$ cat src/rtl/regfile_write_sequencer.sv
// regfile_write_sequencer: buffers writebacks and replays them as setup/strobe/hold writes with read forwarding
module regfile_write_sequencer #(
  parameter int DEPTH = 4,
  parameter int CNT_W = 3
) (
  input  logic             clk,
  input  logic             reset,
  input  logic             wb_valid,
  output logic             wb_ready,
  input  logic [4:0]       wb_reg,
  input  logic [31:0]      wb_data,
  output logic             rf_write,
  output logic [4:0]       rf_reg_no,
  output logic [31:0]      rf_data,
  input  logic [4:0]       rd_reg1,
  input  logic [4:0]       rd_reg2,
  input  logic [31:0]      rf_read_data1,
  input  logic [31:0]      rf_read_data2,
  output logic [31:0]      rd_data1,
  output logic [31:0]      rd_data2,
  output logic [CNT_W-1:0] pending_count,
  output logic             idle
);
  localparam int PW = $clog2(DEPTH);
  typedef enum logic [1:0] {IDLE, SETUP, STROBE, HOLD} state_t;
  state_t state, state_nx;
  logic [4:0]    mem_reg  [DEPTH];
  logic [31:0]   mem_data [DEPTH];
  logic [PW-1:0] rd_ptr, wr_ptr, ld_ptr, fi;
  logic          push, pop, load;
  assign wb_ready = pending_count < CNT_W'(DEPTH);
  assign push     = wb_valid && wb_ready;
  assign pop      = state == HOLD;
  assign load     = (state == IDLE && pending_count != '0) || (pop && pending_count > CNT_W'(1));
  assign ld_ptr   = pop ? rd_ptr + PW'(1) : rd_ptr;
  always_ff @(posedge clk or posedge reset)
    if (reset) state <= IDLE;
    else       state <= state_nx;
  always_comb
    state_nx = state == IDLE   ? (pending_count != '0 ? SETUP : IDLE) :
               state == SETUP  ? STROBE :
               state == STROBE ? HOLD :
               (pending_count > CNT_W'(1) ? SETUP : IDLE);
  always_comb begin
    rf_write = state == STROBE;
    idle     = pending_count == '0 && state == IDLE;
  end
  always_ff @(posedge clk)
    if (push) begin
      mem_reg[wr_ptr]  <= wb_reg;
      mem_data[wr_ptr] <= wb_data;
    end
  always_ff @(posedge clk or posedge reset)
    if (reset) begin
      rd_ptr        <= '0;
      wr_ptr        <= '0;
      pending_count <= '0;
      rf_reg_no     <= '0;
      rf_data       <= '0;
    end else begin
      if (push) wr_ptr <= wr_ptr + PW'(1);
      if (pop) rd_ptr <= rd_ptr + PW'(1);
      pending_count <= pending_count + CNT_W'(push) - CNT_W'(pop);
      if (load) begin
        rf_reg_no <= mem_reg[ld_ptr];
        rf_data   <= mem_data[ld_ptr];
      end
    end
  // oldest-to-newest scan so the newest matching entry wins
  always_comb begin
    rd_data1 = rf_read_data1;
    rd_data2 = rf_read_data2;
    fi       = '0;
    for (int i = 0; i < DEPTH; i++) begin
      fi = rd_ptr + PW'(i);
      if (i < int'(pending_count)) begin
        if (mem_reg[fi] == rd_reg1) rd_data1 = mem_data[fi];
        if (mem_reg[fi] == rd_reg2) rd_data2 = mem_data[fi];
      end
    end
  end
endmodule

$ cat config.mk
export PLATFORM = sky130hd
export DESIGN_NAME = regfile_write_sequencer
export DESIGN_NICKNAME = d
export VERILOG_FILES = /design/src/rtl/regfile_write_sequencer.sv
export SDC_FILE = /design/constraint.sdc
export NUM_CORES = 1
export LEC_CHECK = 0
export ABC_AREA = 1
export CAP_MARGIN = 0
export CORE_ASPECT_RATIO = 0.5
export CORE_MARGIN = 4
export CORE_UTILIZATION = 55
export CTS_BUF_LIST = sky130_fd_sc_hd__clkbuf_2 sky130_fd_sc_hd__clkbuf_4 sky130_fd_sc_hd__clkbuf_8
export CTS_CLUSTER_SIZE = 28
export DETAILED_ROUTE_END_ITERATION = 8
export GPL_ROUTABILITY_DRIVEN = 0
export PLACE_DENSITY = 0.81
export SLEW_MARGIN = 20
export SYNTH_ARGS = -nofsm -noshare
export SYNTH_HDL_FRONTEND = slang
export SYNTH_SLANG_ARGS = --single-unit
export TNS_END_PERCENT = 50
$ cat constraint.sdc
create_clock -name clk -period 6.6 [get_ports clk]
set_input_delay 0.99 -clock clk [delete_from_list [all_inputs] [get_ports clk]]
set_output_delay 0.99 -clock clk [all_outputs]
set_load 0.1 [all_outputs]
==> reports/results.ini <==
[cts]
cts_setup_buffers=0
clkTransAtPathRegs_ps=100
clock_latency_ps=520
cts_resized=0
cts_sinks=194
h-tree-depth=4
cts-root-buf=clkbuf_8
ctsHoldBuffers=0
cts_made_buffers=17
cts_tree=yes
cts_buffer_depth=2

[synth]
synth-simple-area-share_pct=33.4
synthArstFlopShare_pct=23.7
ys_ff_latch=194
synth_top_family_by_area=simple AND/OR/NAND/NOR gates
ys_types=36
syn_nets=2318
syn_inst=2191
synth_xor_area_share_pct=0.528
synth-adder-area-share_pct=1.14
syn_area_sq_mm=0.0149
yosysWarnings=0
ys_seq_area_share_pct=37.5
synth_ff_type=edfxtp_1
synth_compound_area_share_pct=15.3
synth_area_per_cell_sq_um=6.82
synth.area.mux_share_pct=2.41
synth_edf_count=148

[critical_path]
required_ps=5610
critical_path_class=reg -> out
crit_path_start_kind=flip-flop
crit_fanout=66
worst_setup_path_end_kind=output pin
crit_arrival_ps=5060

[finish]
register_area_sq_mm=0.00560
final_common_cell=nand2_1
multi_input_area_sq_mm=0.00794
fill_cells=2199
area_growth_pct=21.0
largest_reg_flops=128
drive_gt1_share_pct=9.04
layout.nets=2427
layout_common_cells=nand2_1 (631), nor2_1 (372), o21ai_0 (222), clkdlybuf4s50_1 (156), inv_1 (150)

[sta]
max_freq_ghz=0.165
tns_ps=0
worstMarginPinSlew_ps=1060
finalMaxSlewViolations=0
hold_viol=0
finalSetupViolCount=0
maxSlewHeadroom_pct=29.3
min_period_ps=6050
period_share_pct=91.7
worst_clock_skew_ps=13.6
rsz0062_at_grt=false

[run]
max-cap-violations=0

[placed_design]
hpwl_um=34100
portBuffers=220

[global_route]
top_usage_layer=met2
grt_use_met1_pct=44.5
grt_remaining_overflow=0
grtUsageMet2_pct=51.3
gr-usage-all-layers_pct=32.9
grt_pass1_wl_um=78100
grt_pass1_vias=14400
grt_util_met3_pct=6.88
antenna_found_initial=2
grt_max_degree=118

[floorplan]
die_w_um=241
rows=42
core_sq_mm=0.0266
die_height_um=125
num_io_pins=221
dieArea_sq_mm=0.0300
start_util_pct=56.2

[route]
drt_iter0_drc=2421
drc_errors=0
via_count=16000
avgRoutedWirePerCell_um=19.1
vias_per_cell=5.99
antenna_left=0
wirelength_um=51000
dr.pass1.iters=9

[min_path]
hold_class=reg -> reg

[status]
status=complete, no violations

## area by class of cell
cell class,count,area share (%)
Clock inverter,13,0.963
Inverter,156,3.26
Clock buffer,19,1.41
Multi-Input combinational cell,1683,43.9
Antenna cell,2,0.0277
Tap cell,352,2.44
Timing Repair Buffer,248,17.0
Sequential cell,194,31.0
## cell families (layout without fill, tap and decap cells)
logic type / Yosys count / count (layout)
and+or+nand+nor: 1210 / 1210
AOI/OAI and AO/OA: 419 / 419
adders and majority gates: 13 / 13
other: 0 / 2
DFF: 194 / 194
muxes: 32 / 32
buffers and inverters: 314 / 436
xor gates and xnor gates: 9 / 9
## critical path, cell delays in order (launching register included)
cell     delay, ps
dfrtp_4        740
inv_4          560
buf_4          470
nand2_1        130
nand3_1        140
nand2_1         80
nand2_1         60
nand2_1         60
nor2_2         100
buf_4          460
nand3_2        840
nand2_1        330
nand3_1        120
nand2_1        110
a21oi_1        100
buf_12         180
## final timing paths
| kind | start | endpoint | slack, ps | depth (start not counted) |
|---|---|---|---|---|
| worst max-delay path | rd_ptr[0]$_DFF_PP0_ | rd_data2[12] | 550 | 15 |
| worst min-delay path | rf_data[12]$_DFFE_PP0P_ | rf_data[12]$_DFFE_PP0P_ | 510 | 1 |
| worst max register to register | rd_ptr[0]$_DFF_PP0_ | rf_data[0]$_DFFE_PP0P_ | 2960 | 8 |
| worst min register to register | rf_data[12]$_DFFE_PP0P_ | rf_data[12]$_DFFE_PP0P_ | 510 | 1 |
| max in group asynchronous | reset | rd_ptr[0]$_DFF_PP0_ | 5040 | 3 |
| min in group asynchronous | reset | pending_count[0]$_DFF_PP0_ | 990 | 3 |
## cell usage after synthesis (2+ instances only)
| cell type | instances | area share (%) |
|---|---|---|
| xor2_1 | 9 | 0.53 |
| nor2_2 | 8 | 0.34 |
| nand4_1 | 64 | 2.7 |
| o21ai_1 | 46 | 1.5 |
| nor2_4 | 4 | 0.30 |
| a21oi_1 | 65 | 2.2 |
| inv_2 | 4 | 0.10 |
| ha_1 | 12 | 1.0 |
| nand3_2 | 8 | 0.54 |
| nand3_1 | 109 | 3.7 |
| o21ai_0 | 222 | 7.4 |
| inv_1 | 151 | 3.8 |
| nor2_1 | 376 | 9.4 |
| o22ai_1 | 5 | 0.21 |
| nand2_2 | 5 | 0.21 |
| nand3b_1 | 2 | 0.10 |
| nand2_1 | 632 | 16 |
| edfxtp_1 | 148 | 30 |
| buf_1 | 6 | 0.15 |
| o211ai_1 | 5 | 0.25 |
| buf_2 | 68 | 2.3 |
| a31oi_1 | 32 | 1.3 |
| a21oi_2 | 10 | 0.59 |
| nand3_4 | 2 | 0.23 |
| clkbuf_1 | 48 | 1.2 |
| buf_6 | 12 | 0.90 |
| dfrtp_1 | 46 | 7.7 |
| a211oi_1 | 32 | 1.6 |
| mux2_2 | 32 | 2.4 |
| buf_4 | 22 | 1.1 |
## layer usage
metal	routed length, um	vias to the layer above
met1	20000	7230
met5	45	-
met3	5870	190
li1	-	7445
met2	22700	1097
met4	2440	2
## metrics by stage
step	setup slack [ps]	instances	hold slack [ps]	utilization, %	cell area [sq um]
after floorplan	1230	2191	551	-	14900
after global placement	1370	2633	489	66.3	17600
after detailed placement	1230	2633	495	66.3	17600
after CTS	680	2665	517	67.9	18100
after global routing	268	2667	528	67.9	18100
final	548	2667	514	67.9	18100
Power is not shown: default switching activity piles up to over one toggle a cycle in this logic, so the estimate is an artifact.
